**src/rtl/if_fetch_unit.sv**
```systemverilog
// Instruction-fetch front end: owns the PC, runs the req/ack handshake with a
// multicycle instruction memory, buffers a word across freezes and drains redirects.
module if_fetch_unit #(
  parameter logic [31:0] RESET_PC = 32'h0000_0000
) (
  input  logic        clk,
  input  logic        rst,
  input  logic        freeze,
  input  logic        branch_taken,
  input  logic [31:0] branch_addr,
  output logic        imem_req,
  output logic [31:0] imem_addr,
  input  logic        imem_ack,
  input  logic [31:0] imem_rdata,
  output logic [31:0] PC,
  output logic [31:0] Instruction,
  output logic        if_valid,
  output logic        flush,
  output logic [31:0] instr_count
);

  typedef enum logic [1:0] {
    FETCH,
    HOLD,
    DRAIN
  } state_t;

  state_t      r_state;
  logic [31:0] r_pc;
  logic [31:0] r_buffer;
  logic [31:0] r_redirect;
  logic [31:0] r_count;

  logic [31:0] w_target;
  logic [31:0] w_pcNext;
  logic        w_fetchDeliver;
  logic        w_holdDeliver;

  // Redirect targets are always word aligned; the low two bits are discarded.
  assign w_target       = branch_addr & ~32'h0000_0003;
  assign w_pcNext       = r_pc + 32'd4;
  assign w_fetchDeliver = (r_state == FETCH) & imem_ack & ~branch_taken & ~freeze;
  assign w_holdDeliver  = (r_state == HOLD) & ~branch_taken & ~freeze;

  // Delivery is combinational so a zero-wait memory sustains one instruction per cycle.
  always_comb begin
    imem_req    = ~rst & ((r_state == FETCH) | (r_state == DRAIN));
    imem_addr   = r_pc;
    flush       = branch_taken & ~rst;
    if_valid    = ~rst & (w_fetchDeliver | w_holdDeliver);
    PC          = 32'd0;
    Instruction = 32'd0;
    if (if_valid) begin
      PC          = w_pcNext;
      Instruction = (r_state == HOLD) ? r_buffer : imem_rdata;
    end
    instr_count = r_count;
  end

  always_ff @(posedge clk) begin
    if (rst) begin
      r_state    <= FETCH;
      r_pc       <= RESET_PC;
      r_buffer   <= 32'd0;
      r_redirect <= 32'd0;
      r_count    <= 32'd0;
    end else begin
      if (if_valid) begin
        r_count <= r_count + 32'd1;
      end
      case (r_state)
        FETCH: begin
          if (imem_ack) begin
            if (branch_taken) begin
              r_pc <= w_target;
            end else if (!freeze) begin
              r_pc <= w_pcNext;
            end else begin
              r_buffer <= imem_rdata;
              r_state  <= HOLD;
            end
          end else if (branch_taken) begin
            // The request in flight must complete before the new address goes out.
            r_redirect <= w_target;
            r_state    <= DRAIN;
          end
        end
        HOLD: begin
          if (branch_taken) begin
            r_pc    <= w_target;
            r_state <= FETCH;
          end else if (!freeze) begin
            r_pc    <= w_pcNext;
            r_state <= FETCH;
          end
        end
        DRAIN: begin
          if (imem_ack) begin
            r_pc    <= branch_taken ? w_target : r_redirect;
            r_state <= FETCH;
          end else if (branch_taken) begin
            r_redirect <= w_target;
          end
        end
        default: begin
          r_state <= FETCH;
        end
      endcase
    end
  end

endmodule

```
**config.mk**
```make
export PLATFORM = sky130hd
export DESIGN_NAME = if_fetch_unit
export DESIGN_NICKNAME = d
export VERILOG_FILES = /design/src/rtl/if_fetch_unit.sv
export SDC_FILE = /design/constraint.sdc
export NUM_CORES = 1
export LEC_CHECK = 0
export BUFFER_PORTS_ARGS = -buffer_cell sky130_fd_sc_hd__buf_2
export CAP_MARGIN = 40
export CORE_MARGIN = 2
export CORE_UTILIZATION = 53
export CTS_CLUSTER_DIAMETER = 150
export DETAILED_ROUTE_END_ITERATION = 10
export GPL_ROUTABILITY_DRIVEN = 0
export GPL_TIMING_DRIVEN = 0
export PLACE_DENSITY = 0.81
export SLEW_MARGIN = 20
export SYNTH_ARGS = -nofsm -noshare
export SYNTH_HDL_FRONTEND = slang
export SYNTH_SLANG_ARGS = --single-unit
```
**constraint.sdc**
```tcl
create_clock -name clk -period 2.81 [get_ports clk]
set_clock_uncertainty 0.05 [all_clocks]
set_input_delay 0.562 -clock clk [delete_from_list [all_inputs] [get_ports clk]]
set_output_delay 0.562 -clock clk [all_outputs]
set_load 0.02 [all_outputs]
```
==> qor.txt, run 1 <==
Outcome: complete, but fails checks
Failing checks: setup timing
Setup crit start kind: register
Crit path max fanout: 5
Gr usage total: 33.5%
Dpl hpwl: 17100 um
EDFF count, synth: 0
Hold-fix buffers, CTS: 0
Worst skew pair latency: 0.42 ns
CP Class: reg -> out
Cell variety after synth: 56
Die area: 14000 sq um
RSZ-0062 raised after global routing: yes
IO buf count: 196
Pre-antenna DRT Iters: 6
Cell count after synthesis: 985
Fmax: 0.347 GHz
Number of H-tree levels: 4
Share of layout cells above drive strength 1: 27.3%
P per Cell Area: 506 nW/um^2
Diode count: 0
Max Cap Viol: 0
Worst min-delay path category: in -> reg
First-pass GRT wire length: 37600 um
Post-synthesis async set-or-reset flop share: 0%
Drc violations: 0
Main flop type after synthesis: dfxtp_1
DRT Wirelength: 24700 um
Max Root-Sink Buffers: 2
Sequential cell area: 2640 sq um
Relative slew slack: 44.1%
I/O pin cnt: 200
Nets: 1299
Leakage power: 3.75 nW
Layout area overhead: 33.2%
Power Total: 0.00468 W
Core Box Area: 12700 sq um
Yosys warns: 0
Final setup viols: 10
CTS Buf Count: 17
Drt via density: 5.97
Drt initial violations: 1161
Vias in the first global route: 7282
Worst-Margin Slew: 0.818 ns
Required time worst endpoint: 2.20 ns
CTS tree: done
Worst-path clk slew: 0.05 ns
Final Max Tran Viols: 0
Syn_area_per_cell: 7.05 sq um
Final Hold Fails: 0
Mapped cell area: 6940 sq um
Die extent in x: 118 um
Root Driver: clkbuf_16
Final-layout fill cell count: 1059
Worst setup EP type: primary output
Post-route antenna net violation count: 0
Num Clock Sinks: 130
Largest net degree at the start of global routing: 17
Post-route cell area: 9250 sq um
Via Count: 8421
Initial core utilization: 54.6%
Multi-input logic area: 4160 sq um
Yosys reg bits: 130
Hold slack: 0.338 ns
Initial antenna violation count: 0
Syn Nets: 1056
Die height: 118 um
Period minus WS final: 2.88 ns
Grt ovf: 0
Post-synthesis sequential area ratio: 37.5%
Data arrival, critical path: 2.27 ns
Final worst slack: -0.0680 ns
Wire per inst: 17.5 um
Final Cycle Share: 102%
Peak VDD IR: 0.000360 V
Core Rows: 41
Post-DP Area: 8150 sq um
-- sequential cells by signal (all words and copies together) (netlist names) --
register and count:
imem_addr 32, r_buffer 32, instr_count 32, r_redirect 32, r_state 2
-- where the power goes --
group          switching, W  internal (W)
combinational      0.000387      0.000202
sequential        0.0000823       0.00191
clock              0.000787       0.00131
total               0.00126       0.00343
-- final cells by class --
cell class	count	share of cell area, %
clock buffer	23	5.39
multi-input combinational	761	45.0
inverter	16	0.650
timing repair buffer	234	14.4
buffer	68	3.13
sequential	130	28.5
tap	172	2.33
clock inverter	6	0.595
-- cell families (layout without fill, tap and decap cells) --
logic type | after synthesis | count (layout) | share of synthesized area (%)
compound gates | 231 | 231 | 19.4
xor+xnor | 44 | 44 | 5.55
fa+ha+maj | 2 | 2 | 0.360
buf+inv | 94 | 347 | 5.14
flops | 130 | 130 | 37.5
mux | 3 | 3 | 0.469
simple gates | 481 | 481 | 31.6
-- critical path, stage by stage, from the launching register on --
cell	delay [ns]
dfxtp_2	0.35
nand4_1	0.23
buf_6	0.22
buf_6	0.11
nor3_4	0.26
nand4_1	0.19
xor2_1	0.20
nor2_1	0.11
buf_4	0.16
-- placed cells by master (no fill, tap or decap), drive strengths merged, types with 6 or more instances in the layout --
cell type | Yosys | final
nor3 | 22 | 22
nor2b | 8 | 8
xor2 | 16 | 16
and3 | 8 | 8
dfxtp | 130 | 130
nor2 | 73 | 73
or4 | 7 | 7
clkinv | 1 | 6
buf | 7 | 240
nor4 | 15 | 15
clkbuf | 71 | 85
and4 | 6 | 6
a21oi | 130 | 130
o211ai | 8 | 8
nand4 | 21 | 21
a221o | 8 | 8
nand2 | 247 | 247
inv | 15 | 15
o21ai | 46 | 46
nand3 | 37 | 37
o311ai | 9 | 9
or3 | 15 | 15
xnor2 | 28 | 28
-- synth_stat cells, types with 3 or more instances --
| cell | number | area [sq um] |
|---|---|---|
| a21oi_1 | 130 | 651 |
| a221o_1 | 8 | 80.1 |
| a221oi_1 | 3 | 26.3 |
| a22oi_1 | 4 | 30.0 |
| a32oi_1 | 3 | 26.3 |
| and2_1 | 5 | 31.3 |
| and3_1 | 7 | 43.8 |
| and4_1 | 6 | 52.6 |
| buf_1 | 5 | 18.8 |
| clkbuf_1 | 70 | 263 |
| dfxtp_1 | 130 | 2600 |
| inv_1 | 15 | 56.3 |
| nand2_1 | 247 | 927 |
| nand2b_1 | 5 | 31.3 |
| nand3_1 | 37 | 185 |
| nand3b_1 | 5 | 37.5 |
| nand4_1 | 20 | 125 |
| nor2_1 | 72 | 270 |
| nor2b_1 | 8 | 50.1 |
| nor3_1 | 22 | 110 |
| nor4_1 | 15 | 93.8 |
| o211ai_1 | 8 | 60.1 |
| o21ai_0 | 46 | 230 |
| o311ai_0 | 5 | 43.8 |
| o311ai_1 | 4 | 35.0 |
| o32ai_1 | 4 | 35.0 |
| or2_2 | 3 | 18.8 |
| or3_1 | 15 | 93.8 |
| or4_1 | 6 | 45.0 |
| xnor2_1 | 28 | 245 |
| xor2_1 | 16 | 140 |
-- path summary, 6_finish.rpt --
path / from / end / slack [ns] / cells after the start
setup reg to reg: r_state[1]$_SDFFE_PP0P_ / imem_addr[16]$_SDFFE_PP0P_ / 0.03 / 7
setup / recovery: imem_addr[10]$_SDFFE_PP0P_ / PC[28] / -0.07 / 8
hold / removal: branch_addr[14] / r_redirect[14]$_SDFFE_PP0P_ / 0.34 / 3
hold reg to reg: r_redirect[15]$_SDFFE_PP0P_ / r_redirect[15]$_SDFFE_PP0P_ / 0.40 / 2
-- metal layers --
layer | share of wire (%) | vias up | global-route usage, % | routed length, um
li1 | - | 3915 | - | -
met1 | 39 | 3817 | 44.3 | 9740
met2 | 44 | 589 | 52.1 | 11000
met3 | 12 | 100 | 8.59 | 3000
met4 | 4.0 | 0 | 13.5 | 979
met5 | 0 | - | 0 | 0
-- repair_timing --
action	CTS	global route
buffers inserted	28	12
setup endpoints to repair	66	31
gates resized for setup	63	40
cloned	0	0
pin swaps	17	20
-- through the flow --
stage	utilization, %	setup TNS (ns)	cells	setup WS (ns)
2_1_floorplan	-	0	985	0.0587
3_3_place_gp	64.1	-36.31	1353	-0.758
3_5_place_dp	64.1	-38.38	1353	-0.796
4_1_cts	71.4	-0.128	1402	-0.0431
5_1_grt	72.7	-1.52	1410	-0.176
6_report	72.7	-0.357	1410	-0.0680
No activity file was read; power rests on OpenSTA's default activity.
==> run 2: changes to the inputs <==
- SETUP_SLACK_MARGIN: not set -> 0.02
==> run 2 against run 1 <==
Net effect: the run still ends with setup timing left; worst setup slack got worse by 0.14 ns; clock power about the same; worst hold slack about the same; sequential share of layout area decreased by 0.45 points; power increased by 0.18%; maximum frequency decreased by 4.6%; cell count increased by 0.85%; global-route usage increased by 0.21 points; routed wire length increased by 2.8%; critical path depth increased by 1; combinational power increased by 2%; largest cell class unchanged; highest routed layer unchanged.
==> qor.txt, run 2 (synthesis results as in run 1) <==
Drt via density: 6.05
NetSw: 0.00126 W
Num Clock Sinks: 130
Final setup viols: 14
CTS tree: done
Pre-CTS setup slack: -0.796 ns
I/O pin cnt: 200
Worst setup EP type: primary output
Int Pwr: 0.00343 W
Worst-path clk slew: 0.05 ns
Commonest non-fill, non-tap cell in the layout: nand2_1
Root Driver: clkbuf_16
Die height: 118 um
Final Hold Fails: 0
Net Sw Frac: 26.9%
Hold-fix buffers, CTS: 0
Initial antenna violation count: 0
Wire per inst: 17.9 um
Nets: 1311
Diode count: 0
Clock share of power: 44.7%
Largest net degree at the start of global routing: 17
Period minus WS final: 3.02 ns
Outcome: complete, but fails checks
Drc violations: 0
Cell Count, Final, Fillers Out: 1422
Failing checks: setup timing
Initial core utilization: 54.6%
Sequential cell area: 2630 sq um
Finished Core Util: 73.7%
CP Class: reg -> out
Share of layout cells above drive strength 1: 28.5%
Data arrival, critical path: 2.41 ns
Core Box Area: 12700 sq um
Die area: 14000 sq um
Post-route antenna net violation count: 0
Metal3 WL: 3150 um
Max Cap Viol: 0
Final Cycle Share: 107%
CTS Buf Count: 17
Max Root-Sink Buffers: 2
Required time worst endpoint: 2.20 ns
Gr usage total: 33.7%
Top Metal Used: met4
IO buf count: 196
Multi-input logic area: 4200 sq um
Power Total: 0.00469 W
First-pass GRT wire length: 37900 um
Dpl hpwl: 17100 um
Met2 wire length: 11300 um
Peak VDD IR: 0.000363 V
Via Count: 8606
Layout area overhead: 35.0%
Crit path max fanout: 5
RSZ-0062 raised after global routing: yes
Met1 WL: 9910 um
Pre-antenna DRT Iters: 7
Final worst slack: -0.207 ns
Die extent in x: 118 um
DRT Wirelength: 25400 um
Worst min-delay path category: in -> reg
Drt initial violations: 1263
Core Rows: 41
Final-layout fill cell count: 1031
Worst skew pair latency: 0.42 ns
Grt ovf: 0
# placed instances: 1353
Relative slew slack: 41.6%
P per Cell Area: 500 nW/um^2
Leading cell types in the layout, fill and taps excluded: 244 x nand2_1, 185 x buf_2, 129 x a21oi_1
Logic pwr share: 12.8%
Leakage power: 3.82 nW
Number of H-tree levels: 4
Fmax: 0.331 GHz
Final Max Tran Viols: 0
Sequential power share: 42.5%
Worst-Margin Slew: 0.854 ns
Setup crit start kind: register
Vias in the first global route: 7284
==> run 2: path summary, 6_finish.rpt <==
check                              startpoint                     endpoint  slack, ns  cells after the start
hold reg to reg   r_redirect[16]$_SDFFE_PP0P_  r_redirect[16]$_SDFFE_PP0P_       0.40                      2
setup / recovery   imem_addr[11]$_SDFFE_PP0P_                       PC[26]      -0.21                      9
hold / removal                 imem_rdata[13]    r_buffer[13]$_SDFFE_PP0P_       0.34                      3
setup reg to reg      r_state[1]$_SDFFE_PP0P_   imem_addr[16]$_SDFFE_PP0P_       0.04                      7
==> run 2: worst max-delay path, cell delays in order (launching register included) <==
cell	delay [ns]
dfxtp_4	0.37
nand4_1	0.22
buf_6	0.22
buf_4	0.14
nor3_4	0.28
buf_4	0.17
nand3_2	0.10
xor2_1	0.23
nor2_1	0.07
buf_4	0.17
==> run 2: power by group through the flow <==
stage | clock, W | sequential (W) | combinational [W]
after floorplan | 0 | 0.00204 | 0.000303
after global placement | 0 | 0.00202 | 0.000549
after detailed placement | 0 | 0.00202 | 0.000553
after CTS | 0.00210 | 0.00198 | 0.000575
after global routing | 0.00219 | 0.00200 | 0.000643
final | 0.00210 | 0.00199 | 0.000601
==> run 2: layout make-up <==
class	count	share of cell area, %
inverter	16	0.641
tap	172	2.30
sequential	130	28.1
multi-input combinational	761	44.8
timing repair buffer	244	15.0
buffer	70	3.31
clock buffer	23	5.31
clock inverter	6	0.587
==> run 2: timing repair <==
item                                    CTS  global route
endpoints found under the setup margin   66            34
pin swaps                                21            32
setup buffers                            24            24
resized for setup                        79            36
==> run 2: layer usage <==
layer | up-vias | global-route usage [%]
met3 | 119 | 9.31
met1 | 3911 | 44.3
met5 | - | 0
met4 | 0 | 14.0
met2 | 639 | 52.1
li1 | 3937 | -
==> run 2: through the flow <==
stage          area (sq um)  TNS (ns)  hold WS [ns]
6_report               9370     -1.46         0.338
5_1_grt                9370     -3.53         0.334
4_1_cts                9110   -0.0483         0.326
3_5_place_dp           8150    -38.38         0.392
3_3_place_gp           8150    -36.31         0.388
2_1_floorplan          6950         0         0.382
